==> src/rtl/distribute_arbiter_if.sv <==
// -----------------------------------------------------------------------------
// distribute_arbiter_if
//   Bundles the requester, distributor and routing signals of the
//   distribute_arbiter so the arbiter and its neighbours connect through one
//   port.
//
//   Parameters
//     C_IN_BYTES  - width in bytes of each requester's FWFT word
//     C_LEN_WIDTH - width of a transfer length (in input words)
//
//   Signal groups
//     REQx / LENx / GNTx / DONEx        - per-requester arbitration handshake
//     INx_EN / INx_DATA / INx_RD_EN     - per-requester FWFT read port
//     DIST_INDATA_EN / DIST_INDATA /
//     DIST_INDATA_RD_EN                 - word stream into the distributor
//     DIST_FLUSH / DIST_FLUSHED         - end-of-transfer flush handshake
//     OUT_SEL                           - granted requester index
//
//   Modports
//     master - the arbiter itself
//     slave  - the requesters + distributor side (directions mirrored)
// -----------------------------------------------------------------------------
interface distribute_arbiter_if #(
    parameter int C_IN_BYTES  = 4,
    parameter int C_LEN_WIDTH = 16
);
    // Arbitration handshake
    logic                     REQ0;
    logic                     REQ1;
    logic [C_LEN_WIDTH-1:0]   LEN0;
    logic [C_LEN_WIDTH-1:0]   LEN1;
    logic                     GNT0;
    logic                     GNT1;
    logic                     DONE0;
    logic                     DONE1;

    // Requester FWFT ports
    logic                     IN0_EN;
    logic                     IN1_EN;
    logic [8*C_IN_BYTES-1:0]  IN0_DATA;
    logic [8*C_IN_BYTES-1:0]  IN1_DATA;
    logic                     IN0_RD_EN;
    logic                     IN1_RD_EN;

    // Distributor side
    logic                     DIST_INDATA_EN;
    logic [8*C_IN_BYTES-1:0]  DIST_INDATA;
    logic                     DIST_INDATA_RD_EN;
    logic                     DIST_FLUSH;
    logic                     DIST_FLUSHED;

    // Output routing
    logic                     OUT_SEL;

    modport master (
        input  REQ0, REQ1, LEN0, LEN1,
        input  IN0_EN, IN1_EN, IN0_DATA, IN1_DATA,
        input  DIST_INDATA_RD_EN, DIST_FLUSHED,
        output GNT0, GNT1, DONE0, DONE1,
        output IN0_RD_EN, IN1_RD_EN,
        output DIST_INDATA_EN, DIST_INDATA, DIST_FLUSH,
        output OUT_SEL
    );

    modport slave (
        output REQ0, REQ1, LEN0, LEN1,
        output IN0_EN, IN1_EN, IN0_DATA, IN1_DATA,
        output DIST_INDATA_RD_EN, DIST_FLUSHED,
        input  GNT0, GNT1, DONE0, DONE1,
        input  IN0_RD_EN, IN1_RD_EN,
        input  DIST_INDATA_EN, DIST_INDATA, DIST_FLUSH,
        input  OUT_SEL
    );

endinterface : distribute_arbiter_if

==> src/rtl/distribute_arbiter.sv <==
// -----------------------------------------------------------------------------
// distribute_arbiter
//   Shares one distributor between two FWFT requesters.  A requester raises
//   REQx with a word count on LENx; the arbiter grants one requester
//   (round-robin when both ask), streams exactly LENx words from that
//   requester's FWFT into the distributor, pulses DIST_FLUSH, waits for
//   DIST_FLUSHED and finally pulses DONEx.
//
//   Ports
//     CLK   - clock, all state changes on the rising edge
//     RST_N - asynchronous active-low reset
//     bus   - distribute_arbiter_if.master (handshake, FWFT and distributor
//             signals, see the interface file)
//
//   Parameters
//     C_IN_BYTES  - FWFT word width in bytes (must match the interface)
//     C_LEN_WIDTH - transfer length width (must match the interface)
// -----------------------------------------------------------------------------
module distribute_arbiter #(
    parameter int C_IN_BYTES  = 4,
    parameter int C_LEN_WIDTH = 16
) (
    input  logic                        CLK,
    input  logic                        RST_N,
    distribute_arbiter_if.master        bus
);

    localparam int DATA_W = 8 * C_IN_BYTES;

    typedef enum logic [2:0] {
        IDLE  = 3'd0,
        XFER  = 3'd1,
        FLUSH = 3'd2,
        WAIT  = 3'd3,
        DONE  = 3'd4
    } state_t;

    // -------------------------------------------------------------------------
    // State
    // -------------------------------------------------------------------------
    state_t                  state_reg, state_next;
    logic                    sel_reg, sel_next;       // granted requester
    logic                    last_reg, last_next;     // last requester served
    logic [C_LEN_WIDTH-1:0]  remaining_reg, remaining_next;

    // -------------------------------------------------------------------------
    // Per-requester views of the bus so the datapath can be indexed by sel_reg
    // -------------------------------------------------------------------------
    logic [1:0]              req_vec;
    logic [1:0]              in_en_vec;
    logic [C_LEN_WIDTH-1:0]  len_arr     [2];
    logic [DATA_W-1:0]       in_data_arr [2];

    logic [1:0]              gnt_vec;
    logic [1:0]              done_vec;
    logic [1:0]              rd_en_vec;

    assign req_vec        = {bus.REQ1, bus.REQ0};
    assign in_en_vec      = {bus.IN1_EN, bus.IN0_EN};
    assign len_arr[0]     = bus.LEN0;
    assign len_arr[1]     = bus.LEN1;
    assign in_data_arr[0] = bus.IN0_DATA;
    assign in_data_arr[1] = bus.IN1_DATA;

    // -------------------------------------------------------------------------
    // Decoded state
    // -------------------------------------------------------------------------
    logic active;      // a requester owns the distributor (XFER..DONE)
    logic in_xfer;
    logic sel_in_en;   // granted requester's FWFT has a word
    logic rd_valid;    // a word actually moves this cycle

    assign active    = (state_reg != IDLE);
    assign in_xfer   = (state_reg == XFER);
    assign sel_in_en = in_en_vec[sel_reg];
    assign rd_valid  = in_xfer && bus.DIST_INDATA_RD_EN && sel_in_en;

    // -------------------------------------------------------------------------
    // Requester selection in IDLE.  With both requesting, the one not served
    // last wins; last_reg resets to 1 so requester 0 wins the first contest.
    // -------------------------------------------------------------------------
    logic pick;

    always_comb begin
        pick = 1'b0;
        if (req_vec == 2'b11) begin
            pick = ~last_reg;
        end else begin
            pick = req_vec[1];
        end
    end

    // -------------------------------------------------------------------------
    // State register
    // -------------------------------------------------------------------------
    always_ff @(posedge CLK or negedge RST_N) begin
        if (!RST_N) begin
            state_reg     <= IDLE;
            sel_reg       <= 1'b0;
            last_reg      <= 1'b1;
            remaining_reg <= '0;
        end else begin
            state_reg     <= state_next;
            sel_reg       <= sel_next;
            last_reg      <= last_next;
            remaining_reg <= remaining_next;
        end
    end

    // -------------------------------------------------------------------------
    // Next-state logic.  Grant and length are only captured in IDLE, so REQ
    // and LEN activity during a transfer has no effect on it.
    // -------------------------------------------------------------------------
    always_comb begin
        state_next     = state_reg;
        sel_next       = sel_reg;
        last_next      = last_reg;
        remaining_next = remaining_reg;

        unique case (state_reg)
            IDLE: begin
                if (|req_vec) begin
                    sel_next       = pick;
                    remaining_next = len_arr[pick];
                    // A zero-length request skips straight to the flush.
                    if (len_arr[pick] == '0) begin
                        state_next = FLUSH;
                    end else begin
                        state_next = XFER;
                    end
                end
            end

            XFER: begin
                // Only a read of a valid word counts against the length.
                if (rd_valid) begin
                    remaining_next = remaining_reg - 1'b1;
                    if (remaining_reg == C_LEN_WIDTH'(1)) begin
                        state_next = FLUSH;
                    end
                end
            end

            FLUSH: begin
                state_next = WAIT;
            end

            WAIT: begin
                if (bus.DIST_FLUSHED) begin
                    state_next = DONE;
                end
            end

            DONE: begin
                last_next  = sel_reg;
                state_next = IDLE;
            end

            default: begin
                state_next = IDLE;
            end
        endcase
    end

    // -------------------------------------------------------------------------
    // Per-requester outputs.  All are decoded from registered state, so the
    // asynchronous reset forces them low immediately.
    // -------------------------------------------------------------------------
    generate
        for (genvar gi = 0; gi < 2; gi++) begin : g_req
            logic is_sel;
            assign is_sel        = (sel_reg == 1'(gi));
            assign gnt_vec[gi]   = active && is_sel;
            assign done_vec[gi]  = (state_reg == DONE) && is_sel;
            // The FWFT read strobe follows the distributor's consume strobe
            // for the granted requester only.
            assign rd_en_vec[gi] = in_xfer && is_sel && bus.DIST_INDATA_RD_EN;
        end
    endgenerate

    assign bus.GNT0      = gnt_vec[0];
    assign bus.GNT1      = gnt_vec[1];
    assign bus.DONE0     = done_vec[0];
    assign bus.DONE1     = done_vec[1];
    assign bus.IN0_RD_EN = rd_en_vec[0];
    assign bus.IN1_RD_EN = rd_en_vec[1];

    // -------------------------------------------------------------------------
    // Distributor-side outputs
    // -------------------------------------------------------------------------
    assign bus.DIST_INDATA_EN = in_xfer && sel_in_en;
    assign bus.DIST_INDATA    = in_xfer ? in_data_arr[sel_reg] : '0;
    assign bus.DIST_FLUSH     = (state_reg == FLUSH);
    assign bus.OUT_SEL        = active && sel_reg;

endmodule : distribute_arbiter

==> src/flat_wrapper.sv <==
// flat-port wrapper written by rule: the top's interface ports become plain ports
module distribute_arbiter_flat 
#(
    parameter int C_IN_BYTES  = 4,
    parameter int C_LEN_WIDTH = 16
)
  (CLK, RST_N, bus_REQ0, bus_REQ1, bus_LEN0, bus_LEN1, bus_IN0_EN, bus_IN1_EN, bus_IN0_DATA, bus_IN1_DATA, bus_DIST_INDATA_RD_EN, bus_DIST_FLUSHED, bus_GNT0, bus_GNT1, bus_DONE0, bus_DONE1, bus_IN0_RD_EN, bus_IN1_RD_EN, bus_DIST_INDATA_EN, bus_DIST_INDATA, bus_DIST_FLUSH, bus_OUT_SEL);
  distribute_arbiter_if #(.C_IN_BYTES(C_IN_BYTES), .C_LEN_WIDTH(C_LEN_WIDTH)) bus_i ();
  input  logic CLK;
  input  logic RST_N;
  input wire logic [$bits(bus_i.REQ0)-1:0] bus_REQ0;
  input wire logic [$bits(bus_i.REQ1)-1:0] bus_REQ1;
  input wire logic [$bits(bus_i.LEN0)-1:0] bus_LEN0;
  input wire logic [$bits(bus_i.LEN1)-1:0] bus_LEN1;
  input wire logic [$bits(bus_i.IN0_EN)-1:0] bus_IN0_EN;
  input wire logic [$bits(bus_i.IN1_EN)-1:0] bus_IN1_EN;
  input wire logic [$bits(bus_i.IN0_DATA)-1:0] bus_IN0_DATA;
  input wire logic [$bits(bus_i.IN1_DATA)-1:0] bus_IN1_DATA;
  input wire logic [$bits(bus_i.DIST_INDATA_RD_EN)-1:0] bus_DIST_INDATA_RD_EN;
  input wire logic [$bits(bus_i.DIST_FLUSHED)-1:0] bus_DIST_FLUSHED;
  output wire logic [$bits(bus_i.GNT0)-1:0] bus_GNT0;
  output wire logic [$bits(bus_i.GNT1)-1:0] bus_GNT1;
  output wire logic [$bits(bus_i.DONE0)-1:0] bus_DONE0;
  output wire logic [$bits(bus_i.DONE1)-1:0] bus_DONE1;
  output wire logic [$bits(bus_i.IN0_RD_EN)-1:0] bus_IN0_RD_EN;
  output wire logic [$bits(bus_i.IN1_RD_EN)-1:0] bus_IN1_RD_EN;
  output wire logic [$bits(bus_i.DIST_INDATA_EN)-1:0] bus_DIST_INDATA_EN;
  output wire logic [$bits(bus_i.DIST_INDATA)-1:0] bus_DIST_INDATA;
  output wire logic [$bits(bus_i.DIST_FLUSH)-1:0] bus_DIST_FLUSH;
  output wire logic [$bits(bus_i.OUT_SEL)-1:0] bus_OUT_SEL;
  assign bus_i.REQ0 = bus_REQ0;
  assign bus_i.REQ1 = bus_REQ1;
  assign bus_i.LEN0 = bus_LEN0;
  assign bus_i.LEN1 = bus_LEN1;
  assign bus_i.IN0_EN = bus_IN0_EN;
  assign bus_i.IN1_EN = bus_IN1_EN;
  assign bus_i.IN0_DATA = bus_IN0_DATA;
  assign bus_i.IN1_DATA = bus_IN1_DATA;
  assign bus_i.DIST_INDATA_RD_EN = bus_DIST_INDATA_RD_EN;
  assign bus_i.DIST_FLUSHED = bus_DIST_FLUSHED;
  assign bus_GNT0 = bus_i.GNT0;
  assign bus_GNT1 = bus_i.GNT1;
  assign bus_DONE0 = bus_i.DONE0;
  assign bus_DONE1 = bus_i.DONE1;
  assign bus_IN0_RD_EN = bus_i.IN0_RD_EN;
  assign bus_IN1_RD_EN = bus_i.IN1_RD_EN;
  assign bus_DIST_INDATA_EN = bus_i.DIST_INDATA_EN;
  assign bus_DIST_INDATA = bus_i.DIST_INDATA;
  assign bus_DIST_FLUSH = bus_i.DIST_FLUSH;
  assign bus_OUT_SEL = bus_i.OUT_SEL;
  distribute_arbiter #(.C_IN_BYTES(C_IN_BYTES), .C_LEN_WIDTH(C_LEN_WIDTH)) u_core (.CLK(CLK), .RST_N(RST_N), .bus(bus_i));
endmodule
==> config.mk <==
export PLATFORM = sky130hd
export DESIGN_NAME = distribute_arbiter_flat
export DESIGN_NICKNAME = d
export VERILOG_FILES = /design/src/rtl/distribute_arbiter_if.sv /design/src/rtl/distribute_arbiter.sv /design/src/flat_wrapper.sv
export SDC_FILE = /design/constraint.sdc
export NUM_CORES = 1
export LEC_CHECK = 0
export BUFFER_PORTS_ARGS = -buffer_cell sky130_fd_sc_hd__buf_2
export CAP_MARGIN = 20
export CORE_UTILIZATION = 30
export DETAILED_ROUTE_END_ITERATION = 10
export GPL_TIMING_DRIVEN = 1
export PLACE_DENSITY_LB_ADDON = 0.1
export RECOVER_POWER = 50
export SYNTH_ARGS = -nofsm -noshare
export SYNTH_HDL_FRONTEND = slang
export SYNTH_SLANG_ARGS = --single-unit
==> constraint.sdc <==
create_clock -name CLK -period 2.8 [get_ports CLK]
set_input_delay 0.84 -clock CLK [delete_from_list [all_inputs] [get_ports CLK]]
set_output_delay 0.84 -clock CLK [all_outputs]
set_load 0.03 [all_outputs]
# Word-level counts from Yosys, hierarchy flattened
# Index checks and enable logic that the tools add are counted.
totals:
  inputBits: 104
  wordCells: 60
  register_bits: 21
op_classes:
  n_addsub: 1
  order_cmp: 3
  bitwise: 4
  reduce_logical: 19
  muxes: 19
  n_eq_ne: 10
ops:
  columns: ["op", "n"]
  rows:
  - ["$mux W32", 4]
  - ["$mux W16", 5]
  - ["$pmux W16 S2", 1]
  - ["$eq A16 B1 Y1 const B", 1]
  - ["$logic_not A16 Y1", 1]
  - ["$sub A16 B1 Y16 const B", 1]
  - ["$mux W3", 4]
  - ["$pmux W3 S4", 1]
  - ["$logic_and A1 B1 Y1", 11]
  - ["$eq A3 B2 Y1 const B", 2]
  - ["$ne A2 B2 Y1 const B", 3]
  - ["$ge A2 B2 Y1 const B", 2]
  - ["$not A1 Y2", 2]
  - ["$reduce_and A4 Y1", 1]
  - ["$eq A3 B1 Y1 const B", 1]
  - ["$eq A3 B3 Y1 const B", 1]
  - ["$logic_not A3 Y1", 1]
  - ["$mux W1", 3]
  - ["$reduce_and A3 Y1", 1]
  - ["$reduce_bool A3 Y1", 1]
  - ["$eq A2 B2 Y1 const B", 1]
  - ["$lt A1 B2 Y1 const B", 1]
  - ["$mux W2", 1]
  - ["$ne A2 B1 Y1 const B", 1]
  - ["other kinds (4)", 5]

# Depth between registers and ports, before layout
# Gate-level depths: netlist of the first run.
depth:
  depth_word: 10
  mapped_depth: 8

# Worst setup path before layout of the first run
# No wires, ideal clock.
synth_timing:
  kind: "reg-to-output"
  from: "register u_core.state_reg[1]"
  to: "output port bus_DIST_INDATA[10]"
  stages_incl_launch_ff: 6
  arrival_ns: 1.617
  required_time_ns: 1.960
  setup_slack_ns: 0.343
  cell_sequence: "dfrtp_1 > nor2_1 > nand2_1 > clkbuf_1 > buf_1 > nor2_1"
synth_via:
  elab_chain_cells: 2
synth_rtl:
  columns: ["element", "line", "text"]
  rows:
  - ["from (decl)", "distribute_arbiter.sv:41", "state_t state_reg, state_next;"]
  - ["from (signal assigned)", "distribute_arbiter.sv:103", "state_reg <= state_next;"]
  - ["$eq A3 B1 Y1", "distribute_arbiter.sv:74", "assign in_xfer = (state_reg == XFER);"]
  - ["$mux W32", "distribute_arbiter.sv:192", "assign bus.DIST_INDATA = in_xfer ? in_data_arr[sel_reg] : '0;"]
  - ["to (decl)", "flat_wrapper.sv:28", "output wire logic [$bits(bus_i.DIST_INDATA)-1:0] bus_DIST_INDATA;"]
# No other way between the ends.

# Worst setup path in the final report of the first run
layout_timing:
  from: "register u_core.state_reg[2]"
  to: "output port bus_DIST_INDATA_EN"
layout_via:
  elab_chain_cells: 2
layout_rtl:
  columns: ["element", "line", "text"]
  rows:
  - ["$eq A3 B1 Y1", "distribute_arbiter.sv:74", null]
  - ["$logic_and A1 B1 Y1", "distribute_arbiter.sv:191", "assign bus.DIST_INDATA_EN = in_xfer && sel_in_en;"]
  - ["to (decl)", "flat_wrapper.sv:27", "output wire logic [$bits(bus_i.DIST_INDATA_EN)-1:0] bus_DIST_INDATA_EN;"]
# No other way between the ends.

==> impl_metrics.toml, run 1 <==
[floorplan]
die_width_um = 85.9
die_h_um = 85.9
dieArea_mm2 = 0.00738
rows = 30
core_area_mm2 = 0.00679
start_util_pct = 31.1
pin_count = 145

[logic_synthesis]
synth.avg_cell_area_um2 = 7.46
ys_top_cells_by_count = "65 x nor2_1, 36 x mux2i_1, 32 x nand2_1, 20 x dfrtp_1, 14 x a21oi_1"
synth.cell_area_mm2 = 0.00211
async_flop_share_pct = 100
yosysTopAreaCell = "dfrtp_1"
synth_edf_count = 0
yosys-top-cells-area = "dfrtp_1 24%, mux2i_1 17%, nor2_1 12%"
yosysWarnings = 0
yosys_most_used_dff = "dfrtp_1"
postSynthCellCount = 283
yosysSeqAreaShare_pct = 25.0
synth.ff_latch_count = 21
synth.most_common_cell = "nor2_1"
synth_top_area_share_pct = 23.7
syn_nets = 389
ys_types = 48

[status]
status = "completed"

[worst_setup_path]
reg2regPathDepth = 6
cp_max_fo = 33
rrSetupSlack_ps = 550
r2r_end = "u_core.remaining_reg[6]"
rr_startpoint = "u_core.g_req[1].is_sel"
crit_path_end_kind = "output pin"
critPathLaunchType = "register"
worst_ep_required_time_ps = 1960
critPathArrivalTime_ps = 1670
worst-setup-path-type = "register to output pin"

[timing]
tightest_slew_ps = 1210
fmax_mhz = 399
setup_tns_ps = 0
setup_viol = 0
fin_ws_ps = 292
skew_ps = 5.44
min_period_over_period_pct = 89.6
final_max_slew_viol_count = 0
slew-limit-headroom_pct = 19.6
rsz0062_at_grt = "false"
hold_viol_final = 0
post-route-min-period_ps = 2510

[layout]
area_growth_pct = 39.3
fillers = 713
nets = 525
insertedDiodeCount = 0
drive_gt1_share_pct = 38.5
largest_register_ffs = 16

[clock_tree]
numCtsBuffers = 3
cts_sinks = 21
clock_latency_ps = 260
path_clk_slew_ps = 80
h-tree-depth = 1
cts_tree = "yes"
cts_setup_buffers = 0
cts_resized = 0
cts-hold-fix-buffers = 0
clockBufferDepth = 2
root_buffer = "clkbuf_8"

[power]
power.density_mw_per_mm2 = 771
switching_power_mw = 1.17
p_leak_nw = 1.54
p_clk_share_pct = 9.0
pwr-share-seq_pct = 29.1
p_int_mw = 1.10
netSwitchingFraction_pct = 51.4
p_comb_share_pct = 61.9
peakVddDrop_v = 0.000227

[placed_design]
dp_hpwl_um = 5680
gp_congestion = 0.802
dp_slack_ps = 571
portBuffers = 144

[detailed_routing]
vias = 2537
wirelength_um = 7230
drt_first_pass_iters = 4
wl_per_cell_um = 14.1
final_antenna_net_count = 0
route.detailed.drc = 0
drtIter0Drc = 90
viasPerCell = 4.94

[hold_path]
hold_path.class = "register to register"
hold_depth = 1
hold_end = "u_core.remaining_reg[11]"
hold_path_startpoint = "u_core.remaining_reg[11]"

[run]
cap_violations = 0

[global_route]
first_global_vias = 2249
antenna_found_initial = 0
overflow = 0
grt_max_degree = 34
grt_pass1_wl_um = 11000
grt_usage_pct = 18.6
-- layout by cell type (no fill, tap or decap), types with 8 or more instances in the layout --
cell type / count
nor2_1: 65
dfrtp_1: 19
buf_2: 141
nand3_1: 8
o21ai_0: 10
nand2_1: 32
a21oi_1: 14
nor4_1: 11
mux2i_1: 36
-- metal layers --
metal	global-route usage, %	vias up	share of wire, %
li1	-	1295	-
met5	0	-	0
met2	33.4	107	49
met3	2.89	2	7.3
met1	23.8	1133	43
met4	3.18	0	0.44
-- power by group through the flow --
stage                     Clock [mW]  Combinational [mW]  Sequential (mW)
after detailed placement           0                1.41            0.655
after global placement             0                1.41            0.658
after CTS                      0.210                1.41            0.653
final                          0.203                1.40            0.660
after global routing           0.225                1.51            0.682
after floorplan                    0                1.12            0.534
-- cell families after synthesis --
kind of cell | count (synthesis) | share of synthesized area [%]
simple gates | 140 | 30.8
compound gates | 58 | 19.3
mux | 36 | 17.1
buf+inv | 26 | 6.70
flops | 21 | 25.0
fa+ha+maj | 2 | 1.19
-- worst max path at each step --
stage	endpoint	start	cells after the start
5_1_grt	bus_DIST_INDATA[31]	u_core.state_reg[2]	5
6_report	bus_DIST_INDATA_EN	u_core.state_reg[2]	5
3_5_place_dp	bus_DIST_INDATA_EN	bus_IN1_EN	4
2_1_floorplan	bus_DIST_INDATA[10]	u_core.state_reg[1]	5
3_3_place_gp	bus_DIST_INDATA_EN	bus_IN1_EN	4
4_1_cts	bus_DIST_INDATA_EN	u_core.state_reg[2]	5
-- critical path: stages, from the launching register on --
cell and delay, ps:
dfrtp_1 460, nor2_1 220, nand2_1 100, buf_4 260
nor2_1 140, buf_2 210
-- area by class of cell --
class | count | area (um2) | share of cell area [%]
Multi-Input combinational cell | 236 | 1440 | 49.1
Timing Repair Buffer | 153 | 790 | 26.9
Sequential cell | 21 | 528 | 18.0
Tap cell | 96 | 120 | 4.09
Clock buffer | 4 | 45.0 | 1.53
Inverter | 4 | 15.0 | 0.511
-- per-stage QoR --
stage	hold slack (ps)	std cells	cell area, um2	util (%)	power [mW]
floorplan	467	283	2110	-	1.65
global placement	487	510	2910	42.8	2.07
detailed placement	497	510	2910	42.8	2.06
CTS	516	514	2950	43.4	2.28
global route	525	514	2940	43.3	2.42
finish	521	514	2940	43.3	2.27
No activity file was read; power rests on OpenSTA's default activity.
==> run 2: changes to the inputs <==
- MAX_ROUTING_LAYER: not set -> met4
==> run 2 against run 1 <==
Net effect:
- sequential share of layout area stayed put
- power fell by 0.11%
- maximum frequency increased by 0.30%
- critical endpoint unchanged
==> impl_metrics.toml, run 2 (same netlist as run 1, synthesis figures left out) <==
[status]
status = "completed"

[layout]
final_cell_mix = "141 x buf_2, 65 x nor2_1, 36 x mux2i_1"
drive_gt1_share_pct = 38.5
nets = 525
insertedDiodeCount = 0
largest_register_ffs = 16
post-route-util_pct = 43.3
mostFrequentLayoutCell = "buf_2"
area_growth_pct = 39.3
fillers = 713

[placed_design]
gp_congestion = 0.814
dp_slack_ps = 571
portBuffers = 144
dp_hpwl_um = 5680

[power]
power_mw = 2.26
power.density_mw_per_mm2 = 770
p_leak_nw = 1.54
peakVddDrop_v = 0.000227

[floorplan]
die_width_um = 85.9
rows = 30
dieArea_mm2 = 0.00738
die_h_um = 85.9
start_util_pct = 31.1
core_area_mm2 = 0.00679
pin_count = 145

[worst_setup_path]
critPathLaunchType = "register"
critPathArrivalTime_ps = 1660
r2r_end = "u_core.remaining_reg[6]"
worst_ep_required_time_ps = 1960
cp_max_fo = 33
crit_path_end_kind = "output pin"
worst-setup-path-type = "register to output pin"
rrSetupSlack_ps = 560
rr_startpoint = "u_core.g_req[1].is_sel"
reg2regPathDepth = 6

[clock_tree]
cts_sinks = 21
path_clk_slew_ps = 80
clockBufferDepth = 2
clock_latency_ps = 260
cts_resized = 0
numCtsBuffers = 3
cts_tree = "yes"
cts_setup_buffers = 0
h-tree-depth = 1
root_buffer = "clkbuf_8"
cts-hold-fix-buffers = 0

[timing]
tightest_slew_ps = 1190
skew_ps = 5.40
post-route-min-period_ps = 2500
hold_viol_final = 0
setup_viol = 0
fmax_mhz = 400
setup_tns_ps = 0
final_max_slew_viol_count = 0
rsz0062_at_grt = "false"
min_period_over_period_pct = 89.3
fin_ws_ps = 299
slew-limit-headroom_pct = 20.7

[global_route]
grt_usage_pct = 19.2
grt_pass1_wl_um = 11000
antenna_found_initial = 0
grt_max_degree = 34
first_global_vias = 2252
overflow = 0

[hold_path]
hold_path.class = "register to register"
hold_path_startpoint = "u_core.remaining_reg[11]"
hold_depth = 1
hold_end = "u_core.remaining_reg[11]"

[detailed_routing]
drtIter0Drc = 111
vias = 2538
wirelength_um = 7190
wl_per_cell_um = 14.0
final_antenna_net_count = 0
route.detailed.drc = 0
drt_first_pass_iters = 4
viasPerCell = 4.94

[run]
cap_violations = 0
-- run 2: layout make-up --
cell class	count	area (um2)	area share, %
clock buffers	4	45.0	1.53
inverters	4	15.0	0.511
multi-input cells	236	1440	49.1
flip-flops and latches	21	528	18.0
repair buffers	153	790	26.9
well taps	96	120	4.09
-- run 2: routing by layer --
| layer | wire (um) | vias up | global-route usage [%] |
|---|---|---|---|
| met5 | 0 | - | - |
| met2 | 3530 | 106 | 33.4 |
| met1 | 3090 | 1135 | 23.9 |
| met4 | 32 | 0 | 3.18 |
| met3 | 528 | 2 | 2.79 |
| li1 | - | 1295 | - |
-- run 2: per-stage QoR --
| step | hold WS (ps) | std cells | cell area, um2 |
|---|---|---|---|
| after floorplan | 467 | 283 | 2110 |
| after global placement | 487 | 510 | 2910 |
| after detailed placement | 497 | 510 | 2910 |
| after CTS | 516 | 514 | 2950 |
| after global routing | 525 | 514 | 2940 |
| final | 522 | 514 | 2940 |
-- run 2: power breakdown --
group	switching (mW)	internal [mW]	total (mW)
Combinational	0.831	0.571	1.40
Clock	0.101	0.101	0.203
Sequential	0.230	0.429	0.659
Total	1.16	1.10	2.26
-- run 2: worst max-delay path: stages, from the launching register on --
cell and delay [ps]:
dfrtp_1 460, nor2_1 220, nand2_1 100, buf_4 260, nor2_1 140, buf_2 210
-- run 2: how the worst max path moves through the flow --
stage	cells after the start	to	slack (ps)	startpoint
after floorplan	5	bus_DIST_INDATA[10]	340	u_core.state_reg[1]
after global placement	4	bus_DIST_INDATA_EN	580	bus_IN1_EN
after detailed placement	4	bus_DIST_INDATA_EN	570	bus_IN1_EN
after CTS	5	bus_DIST_INDATA_EN	290	u_core.state_reg[2]
after global routing	5	bus_DIST_INDATA[31]	150	u_core.state_reg[2]
final	5	bus_DIST_INDATA_EN	300	u_core.state_reg[2]
==> run 3: changes to the inputs <==
- ABC_AREA: not set -> 1
- CORE_MARGIN: not set -> 5
==> run 3 against run 2 <==
Net effect:
- power rose by 60%
- sequential share of layout area fell by 0.54 points
- maximum frequency rose by 1.0%
- largest cell class unchanged
==> impl_metrics.toml, run 3 <==
[power]
p_leak_nw = 1.72
peakVddDrop_v = 0.000824
power_mw = 3.62
power.density_mw_per_mm2 = 1200

[logic_synthesis]
yosysTopAreaCell = "nand2_1"
async_flop_share_pct = 100
synth.cell_area_mm2 = 0.00221
synth_top_area_share_pct = 29.3
synth.ff_latch_count = 21
synth.most_common_cell = "nand2_1"
yosysSeqAreaShare_pct = 23.8
postSynthCellCount = 395
yosys-top-cells-area = "nand2_1 29%, dfrtp_1 23%, a21oi_1 8.6%"
yosysWarnings = 0
ys_top_cells_by_count = "173 x nand2_1, 39 x nor2_1, 38 x a21oi_1, 26 x nand3_1, 20 x dfrtp_1"
ys_types = 31
synth.avg_cell_area_um2 = 5.61
syn_nets = 501
synth_edf_count = 0
yosys_most_used_dff = "dfrtp_1"

[worst_setup_path]
critPathArrivalTime_ps = 1640
crit_path_end_kind = "output pin"
cp_max_fo = 36
worst-setup-path-type = "register to output pin"
crit_start = "u_core.state_reg[2]"
rr_startpoint = "u_core.state_reg[2]"
worst_ep_required_time_ps = 1960
critPathLaunchType = "register"

[status]
status = "completed"

[clock_tree]
h-tree-depth = 1
cts_resized = 0
clock_latency_ps = 270
cts_tree = "yes"
path_clk_slew_ps = 80
numCtsBuffers = 3
root_buffer = "clkbuf_8"
cts_setup_buffers = 0
cts_sinks = 21
clockBufferDepth = 2
cts-hold-fix-buffers = 0

[hold_path]
hold_path.class = "register to register"
hold_path_startpoint = "u_core.last_reg"

[detailed_routing]
route.detailed.drc = 0
wirelength_um = 7820
drtIter0Drc = 109
viasPerCell = 4.61
drt_first_pass_iters = 4
final_antenna_net_count = 0
wl_per_cell_um = 12.4
vias = 2892

[timing]
fmax_mhz = 404
rsz0062_at_grt = "false"
slew-limit-headroom_pct = 19.8
skew_ps = 7.58
tightest_slew_ps = 1200
fin_hold_ws_ps = 508
setup_tns_ps = 0
setup_viol = 0
final_max_slew_viol_count = 0
min_period_over_period_pct = 88.4
post-route-min-period_ps = 2480
hold_viol_final = 0

[layout]
insertedDiodeCount = 0
drive_gt1_share_pct = 30.6
largest_register_ffs = 16
area_growth_pct = 36.6
final_cell_mix = "174 x nand2_1, 142 x buf_2, 39 x nor2_1"
mostFrequentLayoutCell = "nand2_1"
nets = 636
fin_area_mm2 = 0.00302

[floorplan]
die_width_um = 95.9
pin_count = 145
core_area_mm2 = 0.00721
rows = 31
dieArea_mm2 = 0.00920
start_util_pct = 30.7
die_h_um = 95.9

[global_route]
grt_usage_pct = 16.8
grt_pass1_wl_um = 12200
antenna_found_initial = 0
overflow = 0
first_global_vias = 2653
grt_max_degree = 39

[placed_design]
gp_congestion = 0.776
place_area_mm2 = 0.00300
portBuffers = 144
dp_hpwl_um = 6200

[run]
cap_violations = 0
[run 3: changes by cell type in the layout (fill, tap and decap cells not counted), sizes merged, moves of 3 or more]
cell,before,now
nand3,8,26
nor4,12,2
o22a,4,0
a2bb2oi,4,0
inv,4,22
o21ai,10,25
xor2,0,3
nor2,65,40
a21oi,15,38
a32o,4,0
and3,3,0
nand2,32,176
mux2i,36,0
nor3,7,10
[run 3: worst paths after layout]
path / end / slack [ps] / depth (start not counted)
worst max register to register: u_core.remaining_reg[15] / 480 / 8
worst max-delay path: bus_DIST_INDATA[23] / 320 / 4
min in group asynchronous: u_core.remaining_reg[1] / 800 / 1
worst min-delay path: u_core.last_reg / 510 / 2
worst min register to register: u_core.last_reg / 510 / 2
max in group asynchronous: u_core.state_reg[1] / 1280 / 1
[run 3: metrics by stage]
stage	instances	utilization [%]	worst slack [ps]
floorplan	395	-	301
global route	628	41.9	174
global placement	624	41.6	519
detailed placement	624	41.6	490
CTS	628	42.2	300
finish	628	41.9	324
[run 3: area by class of cell]
class	instances	area (um2)
clock buffers	4	45.0
fillers	844	4190
inverters	23	86.3
multi-input cells	330	1480
flip-flops and latches	21	527
well taps	99	124
repair buffers	151	767
[run 3: layer usage]
| layer | GRT usage [%] | vias up | part of all wire [%] |
|---|---|---|---|
| met2 | 27.2 | 61 | 49 |
| met5 | - | - | 0 |
| met1 | 22.5 | 1298 | 46 |
| li1 | - | 1531 | - |
| met4 | 2.96 | 0 | 0.46 |
| met3 | 2.50 | 2 | 4.2 |
[run 3: critical path, stage by stage, from the launching register on]
cell	delay [ps]
dfrtp_1	480
nor3_4	210
inv_2	240
a21oi_1	210
buf_2	220
[run 3: cell families (layout without fill, tap and decap cells)]
kind of cell	Yosys count	in the layout	synth area share, %
buffers and inverters	44	178	8.98
adder cells (fa/ha/maj)	2	2	1.13
AO/OA/AOI/OAI	65	65	15.7
XOR/XNOR	4	4	1.58
AND/OR/NAND/NOR	259	259	48.8
flip-flops	21	21	23.8
[run 3: where the power goes]
group / internal (mW) / switching, mW / leakage [nW] / total (mW)
combinational: 0.825 / 2.00 / 1.44 / 2.83
sequential: 0.452 / 0.141 / 0.258 / 0.593
clock: 0.102 / 0.105 / 0.0228 / 0.207
total: 1.38 / 2.25 / 1.72 / 3.62
